<file path="config.mk">
export PLATFORM = sky130hd
export DESIGN_NAME = fifo_uart_tx_flat
export DESIGN_NICKNAME = d
export VERILOG_FILES = /design/src/rtl/uart_pkg.sv /design/src/rtl/fifo_uart_tx_if.sv /design/src/rtl/uart_baud_gen.sv /design/src/rtl/fifo_uart_tx.sv /design/src/flat_wrapper.sv
export SDC_FILE = /design/constraint.sdc
export NUM_CORES = 1
export LEC_CHECK = 0
export ABC_AREA = 1
export CAP_MARGIN = 0
export CORE_UTILIZATION = 40
export CTS_BUF_LIST = sky130_fd_sc_hd__clkbuf_2
export CTS_CLUSTER_DIAMETER = 80
export DETAILED_ROUTE_END_ITERATION = 6
export PLACE_DENSITY = 0.58
export SYNTH_ARGS = -nofsm -noshare
export SYNTH_HDL_FRONTEND = slang
export SYNTH_SLANG_ARGS = --single-unit
export TNS_END_PERCENT = 1
</file>
<file path="constraint.sdc">
create_clock -name clk -period 1.88 [get_ports clk]
set_clock_uncertainty 0.05 [all_clocks]
set_input_delay 0.188 -clock clk [delete_from_list [all_inputs] [get_ports clk]]
set_output_delay 0.188 -clock clk [all_outputs]
set_load 0.03 [all_outputs]
</file>
<file path="src/rtl/uart_pkg.sv">
// Shared types and constants for the FIFO-fed UART transmitter.
// Contents: FSM state encoding, data width, idle line level, and a
// frame-length helper (cycles per byte when frames run back to back).
package uart_pkg;

    typedef enum logic [2:0] {
        REPOSO,
        LEER,
        CAPTURA,
        INICIO,
        DATOS,
        PARIDAD,
        PARADA
    } estado_t;

    localparam int   DATA_W  = 8;
    localparam logic TX_IDLE = 1'b1;

    // Cycles between consecutive rd_en pulses when the FIFO never runs dry.
    function automatic int trama_ciclos(input int clk_div, input int parity_en, input int stop_bits);
        return 3 + (1 + DATA_W + parity_en + stop_bits) * clk_div;
    endfunction

endpackage

</file>
<file path="src/rtl/fifo_uart_tx_if.sv">
// Read-side handshake between the byte FIFO and its consumer.
//   vacio     : FIFO empty flag (FIFO -> consumer)
//   fifo_dato : FIFO data_out, valid the cycle after an rd_en cycle
//   rd_en     : one-cycle read strobe (consumer -> FIFO)
// master = the consumer that issues rd_en; slave = the FIFO.
interface fifo_uart_tx_if;
    import uart_pkg::*;

    logic              vacio;
    logic [DATA_W-1:0] fifo_dato;
    logic              rd_en;

    modport master (input vacio, input fifo_dato, output rd_en);
    modport slave  (output vacio, output fifo_dato, input rd_en);

endinterface

</file>
<file path="src/rtl/uart_baud_gen.sv">
// Bit-period counter for the UART transmitter.
//   clk   : system clock
//   rst   : synchronous active-low reset
//   clear : hold counter at zero (used outside of an active frame)
//   tick  : high on the last cycle of each bit period (count == CLK_DIV-1)
module uart_baud_gen #(
    parameter int unsigned CLK_DIV = 16
) (
    input  logic clk,
    input  logic rst,
    input  logic clear,
    output logic tick
);

    localparam int unsigned  W      = (CLK_DIV > 1) ? $clog2(CLK_DIV) : 1;
    localparam logic [W-1:0] ULTIMO = W'(CLK_DIV - 1);

    logic [W-1:0] r_cnt;

    always_ff @(posedge clk) begin
        if (!rst || clear) begin
            r_cnt <= '0;
        end else if (r_cnt == ULTIMO) begin
            r_cnt <= '0;
        end else begin
            r_cnt <= r_cnt + 1'b1;
        end
    end

    assign tick = (r_cnt == ULTIMO);

endmodule

</file>
<file path="src/rtl/fifo_uart_tx.sv">
// Serial transmitter that drains the byte FIFO: start bit, 8 data bits
// LSB first, optional even parity, 1 or 2 stop bits.
//   clk             : system clock, rising edge
//   rst             : synchronous active-low reset
//   habilitar       : permits starting a new frame
//   fifo            : FIFO read handshake (vacio, fifo_dato, rd_en)
//   tx              : registered serial line, idle high
//   ocupado         : registered, high whenever the FSM is not in REPOSO
//   tramas_enviadas : completed-frame counter, wraps at 16 bits
module fifo_uart_tx
    import uart_pkg::*;
#(
    parameter int unsigned CLK_DIV   = 16,
    parameter int unsigned PARITY_EN = 0,
    parameter int unsigned STOP_BITS = 1
) (
    input  logic                  clk,
    input  logic                  rst,
    input  logic                  habilitar,
    fifo_uart_tx_if.master        fifo,
    output logic                  tx,
    output logic                  ocupado,
    output logic [15:0]           tramas_enviadas
);

    localparam logic [2:0] ULT_DATO   = 3'(DATA_W - 1);
    localparam logic [2:0] ULT_PARADA = 3'(STOP_BITS - 1);

    estado_t           r_estado, w_estado_sig;
    logic [DATA_W-1:0] r_shift;
    logic              r_paridad;
    logic [2:0]        r_bit;
    logic              r_tx, r_rd_en, r_ocupado;
    logic [15:0]       r_tramas;

    logic w_tick, w_clear, w_tx, w_bit_inc, w_bit_clr, w_fin_trama;

    uart_baud_gen #(.CLK_DIV(CLK_DIV)) u_baud (
        .clk   (clk),
        .rst   (rst),
        .clear (w_clear),
        .tick  (w_tick)
    );

    always_comb begin
        w_estado_sig = r_estado;
        w_tx         = TX_IDLE;
        w_clear      = 1'b0;
        w_bit_inc    = 1'b0;
        w_bit_clr    = 1'b0;
        w_fin_trama  = 1'b0;
        case (r_estado)
            REPOSO: begin
                w_clear = 1'b1;
                if (habilitar && !fifo.vacio) w_estado_sig = LEER;
            end
            LEER: begin
                w_clear      = 1'b1;
                w_estado_sig = CAPTURA;
            end
            CAPTURA: begin
                // Counter is zero on the first INICIO cycle so every bit lasts CLK_DIV cycles.
                w_clear      = 1'b1;
                w_bit_clr    = 1'b1;
                w_estado_sig = INICIO;
            end
            INICIO: begin
                w_tx = 1'b0;
                if (w_tick) w_estado_sig = DATOS;
            end
            DATOS: begin
                w_tx = r_shift[0];
                if (w_tick) begin
                    if (r_bit == ULT_DATO) begin
                        w_bit_clr    = 1'b1;
                        w_estado_sig = (PARITY_EN != 0) ? PARIDAD : PARADA;
                    end else begin
                        w_bit_inc = 1'b1;
                    end
                end
            end
            PARIDAD: begin
                w_tx = r_paridad;
                if (w_tick) w_estado_sig = PARADA;
            end
            PARADA: begin
                // r_bit is reused to count stop bits.
                if (w_tick) begin
                    if (r_bit == ULT_PARADA) begin
                        w_bit_clr    = 1'b1;
                        w_fin_trama  = 1'b1;
                        w_estado_sig = REPOSO;
                    end else begin
                        w_bit_inc = 1'b1;
                    end
                end
            end
            default: w_estado_sig = REPOSO;
        endcase
    end

    always_ff @(posedge clk) begin
        if (!rst) begin
            r_estado  <= REPOSO;
            r_tx      <= TX_IDLE;
            r_rd_en   <= 1'b0;
            r_ocupado <= 1'b0;
            r_tramas  <= '0;
            r_shift   <= '0;
            r_paridad <= 1'b0;
            r_bit     <= '0;
        end else begin
            r_estado  <= w_estado_sig;
            // tx lags the state by one cycle; rd_en/ocupado are registered from
            // the next state so they line up with the state they describe.
            r_tx      <= w_tx;
            r_rd_en   <= (w_estado_sig == LEER);
            r_ocupado <= (w_estado_sig != REPOSO);
            if (w_fin_trama) r_tramas <= r_tramas + 16'd1;
            if (r_estado == CAPTURA) begin
                r_shift   <= fifo.fifo_dato;
                r_paridad <= ^fifo.fifo_dato;
            end else if (r_estado == DATOS && w_tick) begin
                r_shift <= r_shift >> 1;
            end
            if (w_bit_clr)      r_bit <= '0;
            else if (w_bit_inc) r_bit <= r_bit + 3'd1;
        end
    end

    assign tx              = r_tx;
    assign ocupado         = r_ocupado;
    assign tramas_enviadas = r_tramas;
    assign fifo.rd_en      = r_rd_en;

endmodule

</file>
<file path="src/flat_wrapper.sv">
// flat-port wrapper written by rule: the top's interface ports become plain ports
module fifo_uart_tx_flat import uart_pkg::*;
#(
    parameter int unsigned CLK_DIV   = 16,
    parameter int unsigned PARITY_EN = 0,
    parameter int unsigned STOP_BITS = 1
)
  (clk, rst, habilitar, tx, ocupado, tramas_enviadas, fifo_vacio, fifo_fifo_dato, fifo_rd_en);
  fifo_uart_tx_if fifo_i ();
  input  logic clk;
  input  logic rst;
  input  logic habilitar;
  output logic tx;
  output logic ocupado;
  output logic [15:0] tramas_enviadas;
  input wire logic [$bits(fifo_i.vacio)-1:0] fifo_vacio;
  input wire logic [$bits(fifo_i.fifo_dato)-1:0] fifo_fifo_dato;
  output wire logic [$bits(fifo_i.rd_en)-1:0] fifo_rd_en;
  assign fifo_i.vacio = fifo_vacio;
  assign fifo_i.fifo_dato = fifo_fifo_dato;
  assign fifo_rd_en = fifo_i.rd_en;
  fifo_uart_tx #(.CLK_DIV(CLK_DIV), .PARITY_EN(PARITY_EN), .STOP_BITS(STOP_BITS)) u_core (.clk(clk), .rst(rst), .habilitar(habilitar), .fifo(fifo_i), .tx(tx), .ocupado(ocupado), .tramas_enviadas(tramas_enviadas));
endmodule
</file>
==> results of run 1 <==
-- cells by family after synthesis --
family | after synthesis | share of synthesized area (%)
and+or+nand+nor | 165 | 36.3
buffers and inverters | 45 | 9.46
adders and majority gates | 5 | 3.13
DFF | 38 | 38.1
xor gates and xnor gates | 11 | 4.82
AOI/OAI and AO/OA | 30 | 8.21
-- cell usage in the layout, fill, tap and decap left out, types with 2 or more instances in the layout --
cell	count
nand2_1	78
inv_1	39
nor2_1	37
dfxtp_1	37
clkdlybuf4s50_1	27
nand3_1	24
a21oi_1	12
nand4_1	10
o21ai_0	9
xor2_1	7
a31oi_1	7
nor3_1	6
ha_1	5
clkbuf_2	5
xnor2_1	4
buf_4	4
nor2_4	3
dlymetal6s2s_1	3
nand2_2	2
nor2_2	2
clkinv_2	2
-- routing by layer --
metal | share of wire [%] | track usage [%] | vias to the layer above
met5 | 0 | 0 | -
met4 | 1.3 | 6.54 | 0
met3 | 3.2 | 4.14 | 4
met2 | 42 | 24.0 | 28
met1 | 53 | 22.6 | 777
li1 | - | - | 1008
-- final timing paths --
path                                  start                         end  slack [ns]  depth (start not counted)
setup / recovery  u_core.tramas_enviadas[0]          tramas_enviadas[0]        0.12                          1
hold / removal                    habilitar           u_core.fifo.rd_en        0.33                          3
setup reg to reg     u_core.u_baud.r_cnt[1]  u_core.tramas_enviadas[12]        0.16                         10
hold reg to reg      u_core.u_baud.r_cnt[0]      u_core.u_baud.r_cnt[0]        0.38                          1
-- flip-flops by register name, summed over array words and instances, names as in the netlist --
| signal | flops |
|---|---|
| u_core.tramas_enviadas | 16 |
| u_core.r_shift | 8 |
| u_core.u_baud.r_cnt | 4 |
| u_core.r_bit | 3 |
| u_core.r_estado | 3 |
| u_core.fifo.rd_en | 1 |
| u_core.ocupado | 1 |
| u_core.r_paridad | 1 |
| u_core.tx | 1 |
-- power by group through the flow --
stage	registers (W)	clock network [W]	logic, W
detailed placement	0.000867	0	0.000207
CTS	0.000851	0.000526	0.000208
global route	0.000854	0.000557	0.000232
finish	0.000851	0.000502	0.000206
global placement	0.000867	0	0.000206
floorplan	0.000875	0	0.000124
-- repair_timing --
item	CTS	global route
gates resized for setup	0	4
buffers inserted	0	0
setup endpoints to repair	0	5
-- per-stage QoR --
step | power (W) | cells | hold slack [ns] | util (%)
3_3_place_gp | 0.00107 | 390 | 0.380 | 49.9
3_5_place_dp | 0.00107 | 390 | 0.387 | 49.9
6_report | 0.00156 | 398 | 0.327 | 51.4
4_1_cts | 0.00158 | 398 | 0.313 | 51.3
5_1_grt | 0.00164 | 398 | 0.308 | 51.4
2_1_floorplan | 0.000999 | 294 | 0.286 | -
-- cell type report --
type	count	area share, %
clock buffers	5	1.02
multi-input cells	211	42.8
repair buffers	34	13.8
clock inverters	3	1.64
flip-flops and latches	38	31.2
inverters	40	6.14
well taps	67	3.43
==> impl_metrics.env, run 1 <==
export IMPL_grt_pass1_wl_um=6690
export IMPL_yosys_cell_types_count=26
export IMPL_antenna_found_initial=0
export IMPL_arrival_ns=1.52
export IMPL_fin_ws_ns=0.119
export IMPL_clk_path_buf_depth=2
export IMPL_grt_use_total_pct=16.3
export IMPL_cts_tree="done"
export IMPL_outcome="complete, no violations"
export IMPL_setup_viol=0
export IMPL_chipHeight_um=72.7
export IMPL_synth_edff_count=0
export IMPL_multi_input_area_sq_um=1050
export IMPL_rows=25
export IMPL_hold_buffers=0
export IMPL_place_area_sq_um=2370
export IMPL_syn_to_final_growth_pct=22.5
export IMPL_fin_crit_ns=1.76
export IMPL_p_clk_share_pct=32.2
export IMPL_vias=1817
export IMPL_synth_main_ff_cell="dfxtp_1"
export IMPL_gp_congestion=0.842
export IMPL_drcViolationCount=0
export IMPL_insertion_delay_ns=0.39
export IMPL_timing_max_transition_violations_final=0
export IMPL_ir_worst_vdd_mv=0.388
export IMPL_start_util_pct=42.0
export IMPL_diodes=0
export IMPL_pwr_share_seq_pct=54.6
export IMPL_cts_root_buf="clkbuf_2"
export IMPL_syn_inst=294
export IMPL_fin_crit_sh_pct=93.7
export IMPL_power_switching_w=0.000418
export IMPL_grt_pass1_vias=1548
export IMPL_cp_end_kind="output pin"
export IMPL_cp_max_fo=5
export IMPL_slew_headroom_pct=67.3
export IMPL_first_iter_violations=85
export IMPL_path_class="flip-flop to output pin"
export IMPL_nets=347
export IMPL_power_internal_w=0.00114
export IMPL_yosys_area_top_type_share_pct=38.1
export IMPL_synth_most_common_cell="nand2_1"
export IMPL_tightest_slew_ns=0.486
export IMPL_synth_top_area_cell="dfxtp_1"
export IMPL_dr_pass1_iters=4
export IMPL_seq_area_sq_um=762
export IMPL_ios=31
export IMPL_cts_inserted_buffers=5
export IMPL_clk_pin_slew_ns=0.21
export IMPL_pwr_share_comb_pct=13.2
export IMPL_cts_sinks=38
export IMPL_port_buffers=30
export IMPL_wl_per_cell_um=10.2
export IMPL_h_tree_depth=2
export IMPL_grt_overflow=0
export IMPL_grt_setup_unrepaired="yes"
export IMPL_hp_class="primary input to flip-flop"
export IMPL_synth_fp_nets=311
export IMPL_die_area_sq_um=5280
export IMPL_ys_ff_latch=38
export IMPL_finalSetupTns_ns=0
export IMPL_p_sw_share_pct=26.8
export IMPL_cellPowerDensity_nw_per_um2=637
export IMPL_fmax_mhz=568
export IMPL_maxCapViolCount=0
export IMPL_core_area_sq_um=4750
export IMPL_postRouteAntennaNets=0
export IMPL_pre_cts_ws_ns=0.144
export IMPL_ys_seq_area_share_pct=38.1
export IMPL_drt_wl_total_um=4040
export IMPL_crit_family="buffers and inverters"
export IMPL_grt_max_degree=16
export IMPL_final_cell_area_sq_um=2450
export IMPL_async_flop_share_pct=0
export IMPL_fillers=514
export IMPL_hpwl_um=3050
export IMPL_leakagePower_nw=1.04
export IMPL_netlist_area_sq_um=2000
export IMPL_netlist_top_cells_count="nand2_1, inv_1, dfxtp_1"
export IMPL_cpMaxStageDelayCell="clkdlybuf4s50_1"
export IMPL_crit_path_start_kind="flip-flop"
export IMPL_syn_avg_cell_area_sq_um=6.79
export IMPL_worstPathCellList="clkdlybuf4s50_1"
export IMPL_hold_viol_final=0
export IMPL_yosysWarnings=0
export IMPL_die_x_um=72.7
export IMPL_layout_drive_gt1_share_pct=6.34
export IMPL_via_per_inst=4.57
export IMPL_path_buf_inv=1
export IMPL_worst_ep_required_time_ns=1.64
export IMPL_synthTopCellsByArea="dfxtp_1, nand2_1, inv_1"
export IMPL_slowest_delay_ns=0.69
Note: power is estimated with default switching activity, not from simulation.
==> inputs of run 2 (changes only) <==
--- a/config.mk
+++ b/config.mk
@@ -5,13 +5,12 @@
 export SDC_FILE = /design/constraint.sdc
 export NUM_CORES = 1
 export LEC_CHECK = 0
-export ABC_AREA = 1
 export CAP_MARGIN = 0
 export CORE_UTILIZATION = 40
 export CTS_BUF_LIST = sky130_fd_sc_hd__clkbuf_2
 export CTS_CLUSTER_DIAMETER = 80
 export DETAILED_ROUTE_END_ITERATION = 6
-export PLACE_DENSITY = 0.58
+export PLACE_DENSITY = 0.59
 export SYNTH_ARGS = -nofsm -noshare
 export SYNTH_HDL_FRONTEND = slang
 export SYNTH_SLANG_ARGS = --single-unit
==> impl_metrics.env, run 2 <==
export IMPL_die_x_um=70.5
export IMPL_cts_tree="done"
export IMPL_fin_crit_ns=1.79
export IMPL_pre_cts_ws_ns=0.00192
export IMPL_insertion_delay_ns=0.39
export IMPL_layout_drive_gt1_share_pct=12.8
export IMPL_clk_pin_slew_ns=0.19
export IMPL_pwr_share_seq_pct=58.9
export IMPL_pwr_share_comb_pct=17.6
export IMPL_vias=1598
export IMPL_hpwl_um=2670
export IMPL_synthTopCellsByArea="dfxtp_1, mux2i_1, xnor2_1"
export IMPL_die_area_sq_um=4980
export IMPL_slew_headroom_pct=72.1
export IMPL_netlist_top_cells_count="dfxtp_1, nor2_1, a21oi_1"
export IMPL_syn_inst=215
export IMPL_violations="DRC"
export IMPL_largest_register_ffs=16
export IMPL_drcViolationCount=5
export IMPL_path_buf_inv=1
export IMPL_cp_max_fo=4
export IMPL_power_switching_w=0.000433
export IMPL_clk_path_buf_depth=2
export IMPL_yosys_cell_types_count=42
export IMPL_cts_sinks=38
export IMPL_grt_use_total_pct=16.8
export IMPL_ys_seq_area_share_pct=40.5
export IMPL_grt_pass1_vias=1480
export IMPL_h_tree_depth=2
export IMPL_ys_ff_latch=38
export IMPL_fmax_mhz=559
export IMPL_cts_root_buf="clkbuf_2"
export IMPL_leakagePower_nw=0.949
export IMPL_diodes=0
export IMPL_postRouteAntennaNets=0
export IMPL_fin_ws_ns=0.0909
export IMPL_grt_pass1_wl_um=6670
export IMPL_ir_worst_vdd_mv=0.338
export IMPL_port_buffers=30
export IMPL_gp_congestion=0.739
export IMPL_cts_inserted_buffers=5
export IMPL_worst_ep_required_time_ns=2.13
export IMPL_via_per_inst=5.17
export IMPL_nets=273
export IMPL_netlist_area_sq_um=1880
export IMPL_first_iter_violations=44
export IMPL_wl_per_cell_um=12.2
export IMPL_ios=31
export IMPL_cp_end_kind="flip-flop"
export IMPL_p_clk_share_pct=23.4
export IMPL_cellPowerDensity_nw_per_um2=637
export IMPL_outcome="complete, but fails checks"
export IMPL_cpMaxStageDelayCell="dfxtp_2"
export IMPL_yosys_area_top_type_share_pct=40.5
export IMPL_core_area_sq_um=4440
export IMPL_maxCapViolCount=0
export IMPL_layout_common_cells="dfxtp_1, clkdlybuf4s50_1, nor2_1"
export IMPL_p_sw_share_pct=28.6
export IMPL_hold_viol_final=0
export IMPL_synth_edff_count=0
export IMPL_grt_overflow=0
export IMPL_hp_class="primary input to flip-flop"
export IMPL_synth_main_ff_cell="dfxtp_1"
export IMPL_setup_viol=0
export IMPL_dr_pass1_iters=6
export IMPL_path_class="flip-flop to flip-flop"
export IMPL_syn_avg_cell_area_sq_um=8.74
export IMPL_antenna_found_initial=0
export IMPL_cts_setup_buffers=0
export IMPL_timing_max_transition_violations_final=0
export IMPL_grt_setup_unrepaired="yes"
export IMPL_worstPathCellList="ha_1 > buf_4 > nand3_1 > o31ai_1 > o311a_1 > or3_1"
export IMPL_crit_family="simple AND/OR/NAND/NOR gates"
export IMPL_synth_top_area_cell="dfxtp_1"
export IMPL_async_flop_share_pct=0
export IMPL_start_util_pct=42.3
export IMPL_synth_fp_nets=232
export IMPL_post_route_util_pct=53.4
export IMPL_syn_to_final_growth_pct=26.4
export IMPL_yosysWarnings=0
export IMPL_drt_wl_total_um=3780
export IMPL_fillers=449
export IMPL_slowest_delay_ns=0.37
export IMPL_crit_path_start_kind="flip-flop"
export IMPL_layout_commonest_cell="dfxtp_1"
export IMPL_arrival_ns=2.04
export IMPL_tightest_slew_ns=0.418
export IMPL_power_internal_w=0.00108
export IMPL_fin_crit_sh_pct=95.2
export IMPL_chipHeight_um=70.5
export IMPL_grt_max_degree=25
export IMPL_synth_most_common_cell="dfxtp_1"
export IMPL_rows=24
## run 2: logic make-up after synthesis
group | Yosys count | synth area share [%]
buffers and inverters | 20 | 4.86
AOI/OAI and AO/OA | 50 | 16.4
xor gates and xnor gates | 13 | 6.06
muxes | 10 | 5.33
and+or+nand+nor | 79 | 23.6
DFF | 38 | 40.5
adders and majority gates | 5 | 3.33
## run 2: area by class of cell
type | instances | area [sq um] | share of cell area, %
Clock buffer | 6 | 30.0 | 1.26
Clock inverter | 2 | 8.76 | 0.369
Inverter | 9 | 33.8 | 1.42
Multi-Input combinational cell | 157 | 1040 | 43.8
Sequential cell | 38 | 766 | 32.2
Tap cell | 52 | 65.1 | 2.74
Timing Repair Buffer | 45 | 432 | 18.2
## run 2: worst reg2reg max path, stage by stage (launching register included)
cell	delay [ns]
dfxtp_2	0.37
ha_1	0.20
buf_4	0.14
nand3_1	0.14
o31ai_1	0.11
o311a_1	0.36
or3_1	0.34
## run 2: final timing paths
check,from,end,slack [ns],cells after the start
min reg2reg,u_core.u_baud.r_cnt[0],u_core.u_baud.r_cnt[0],0.38,1
max reg2reg,u_core.u_baud.r_cnt[0],u_core.ocupado,0.09,6
max,u_core.u_baud.r_cnt[0],u_core.ocupado,0.09,6
min,fifo_fifo_dato[7],u_core.r_shift[7],0.35,3
## run 2: per-stage QoR
| step | setup TNS, ns | cell area, sq um | total power [W] | hold slack (ns) | std cells |
|---|---|---|---|---|---|
| floorplan | 0 | 1880 | 0.00108 | 0.200 | 215 |
| global placement | 0 | 2310 | 0.00118 | 0.386 | 301 |
| detailed placement | 0 | 2310 | 0.00118 | 0.389 | 301 |
| CTS | 0 | 2350 | 0.00154 | 0.323 | 309 |
| global route | -0.0913 | 2370 | 0.00161 | 0.346 | 309 |
| finish | 0 | 2370 | 0.00151 | 0.348 | 309 |
## run 2: what timing repair did
item,in CTS,in global routing
hold endpoints to repair,0,0
hold buffers,0,0
resized for setup,1,9
setup endpoints to repair,7,16
## run 2: metal layers
metal  wire (um)  vias up  global-route usage, %
li1            -      849                      -
met1        1950      718                   22.5
met2        1640       24                   26.0
met3         109        7                   2.99
met4          78        0                   8.67
met5           0        -                      0
## run 2: power groups by stage
stage,clock [W],sequential (W),combinational (W)
final,0.000355,0.000892,0.000267
after global routing,0.000412,0.000902,0.000297
after CTS,0.000382,0.000892,0.000268
after detailed placement,0,0.000909,0.000266
after global placement,0,0.000908,0.000268
after floorplan,0,0.000914,0.000170
==> inputs of run 3 (changes only) <==
--- a/config.mk
+++ b/config.mk
@@ -6,11 +6,15 @@
 export NUM_CORES = 1
 export LEC_CHECK = 0
 export CAP_MARGIN = 0
-export CORE_UTILIZATION = 40
+export CELL_PAD_IN_SITES_DETAIL_PLACEMENT = 0
+export CELL_PAD_IN_SITES_GLOBAL_PLACEMENT = 2
+export CORE_ASPECT_RATIO = 1.75
+export CORE_UTILIZATION = 33
 export CTS_BUF_LIST = sky130_fd_sc_hd__clkbuf_2
 export CTS_CLUSTER_DIAMETER = 80
 export DETAILED_ROUTE_END_ITERATION = 6
-export PLACE_DENSITY = 0.59
+export GPL_TIMING_DRIVEN = 0
+export PLACE_DENSITY = 0.77
 export SYNTH_ARGS = -nofsm -noshare
 export SYNTH_HDL_FRONTEND = slang
 export SYNTH_SLANG_ARGS = --single-unit
==> impl_metrics.env, run 3 (same netlist as run 2, synthesis figures left out) <==
export IMPL_pre_cts_ws_ns=-0.124
export IMPL_dpl_cell_count=321
export IMPL_grt_max_degree=13
export IMPL_antenna_found_initial=0
export IMPL_cts_sinks=38
export IMPL_crit_path_start_kind="flip-flop"
export IMPL_gp_congestion=0.768
export IMPL_path_class="flip-flop to flip-flop"
export IMPL_finalSetupTns_ns=0
export IMPL_layout_common_cells="dfxtp_1, clkdlybuf4s50_1, nor2_1"
export IMPL_leakagePower_nw=0.978
export IMPL_arrival_ns=2.16
export IMPL_final_cells=330
export IMPL_tightest_slew_ns=0.484
export IMPL_start_util_pct=33.9
export IMPL_h_tree_depth=2
export IMPL_layout_drive_gt1_share_pct=10.6
export IMPL_cts_root_buf="clkbuf_2"
export IMPL_syn_to_final_growth_pct=28.1
export IMPL_slew_headroom_pct=67.7
export IMPL_insertion_delay_ns=0.41
export IMPL_outcome="complete, no violations"
export IMPL_cp_max_fo=10
export IMPL_cts_tree="done"
export IMPL_hold_viol_final=0
export IMPL_drt_wl_total_um=4380
export IMPL_cellPowerDensity_nw_per_um2=695
export IMPL_postRouteAntennaNets=0
export IMPL_vias=1668
export IMPL_grt_pass1_vias=1673
export IMPL_power_w=0.00167
export IMPL_clk_path_buf_depth=2
export IMPL_wl_per_cell_um=13.3
export IMPL_grt_overflow=0
export IMPL_drcViolationCount=0
export IMPL_die_area_sq_um=6010
export IMPL_place_area_sq_um=2270
export IMPL_chipHeight_um=102
export IMPL_layout_commonest_cell="dfxtp_1"
export IMPL_cts_inserted_buffers=5
export IMPL_fin_crit_sh_pct=99.5
export IMPL_timing_max_transition_violations_final=0
export IMPL_ios=31
export IMPL_fillers=600
export IMPL_largest_register_ffs=16
export IMPL_ir_worst_vdd_mv=0.376
export IMPL_nets=270
export IMPL_rows=36
export IMPL_dr_pass1_iters=4
export IMPL_setup_viol=0
export IMPL_first_iter_violations=46
export IMPL_final_cell_area_sq_um=2410
export IMPL_maxCapViolCount=0
export IMPL_fin_crit_ns=1.87
export IMPL_via_per_inst=5.05
export IMPL_port_buffers=30
export IMPL_cp_end_kind="flip-flop"
export IMPL_fmax_mhz=535
export IMPL_grt_setup_unrepaired="yes"
export IMPL_hp_class="primary input to flip-flop"
export IMPL_clk_pin_slew_ns=0.23
export IMPL_grt_pass1_wl_um=7580
export IMPL_hpwl_um=3320
export IMPL_worst_ep_required_time_ns=2.17
export IMPL_die_x_um=59.0
export IMPL_diodes=0
export IMPL_fin_ws_ns=0.00985
export IMPL_grt_use_total_pct=16.6
export IMPL_core_area_sq_um=5540
## run 3: cell count changes in the layout (fill, tap and decap cells not counted), sizes merged
cell | before | now
clkdlybuf4s50 | 29 | 25
dlygate4sd2 | 0 | 1
buf | 15 | 7
bufinv | 0 | 1
dlymetal6s2s | 1 | 4
clkbuf | 6 | 10
## run 3: timing repair
action                     4_1_cts  5_1_grt
buffers inserted                 1        0
pin swaps                        1        1
hold buffers                     0        0
gates resized for setup          9        9
setup endpoints to repair       11       21
## run 3: critical path: stages, from the launching register on
cell,delay [ns]
dfxtp_1,0.42
ha_4,0.17
and3_1,0.17
buf_6,0.15
nand4_1,0.21
buf_6,0.21
or3_1,0.30
a21oi_1,0.13
## run 3: worst paths after layout
check                                                 end  cells after the start                   start  slack (ns)
worst min-delay path                    u_core.r_shift[5]                      3       fifo_fifo_dato[5]        0.34
worst min register to register     u_core.u_baud.r_cnt[0]                      1  u_core.u_baud.r_cnt[0]        0.42
worst max register to register  u_core.tramas_enviadas[9]                      7  u_core.u_baud.r_cnt[1]        0.01
worst max-delay path            u_core.tramas_enviadas[9]                      7  u_core.u_baud.r_cnt[1]        0.01
## run 3: final cells by class
type	count	area (sq um)	area share [%]
sequential	38	764	31.8
timing repair buffer	31	317	13.1
buffer	11	75.1	3.12
clock inverter	3	40.0	1.66
inverter	9	33.8	1.40
clock buffer	5	25.0	1.04
multi-input combinational	157	1060	43.9
tap	76	95.1	3.95
## run 3: stage by stage
step	hold slack, ns	utilization (%)
after floorplan	0.200	-
after global placement	0.388	41.1
after detailed placement	0.389	41.1
after CTS	0.336	42.9
after global routing	0.326	43.5
final	0.342	43.5
## run 3: power by group
group / internal [W] / switching, W
Combinational: 0.000131 / 0.000155
Sequential: 0.000858 / 0.0000244
Clock: 0.000221 / 0.000285
## run 3: per-layer routing
metal / global-route usage [%] / vias to the layer above / routed length [um]
met1: 15.6 / 780 / 1680
met3: 3.54 / 13 / 107
met5: 0 / - / 0
li1: - / 846 / -
met2: 32.5 / 29 / 2470
met4: 7.69 / 0 / 126
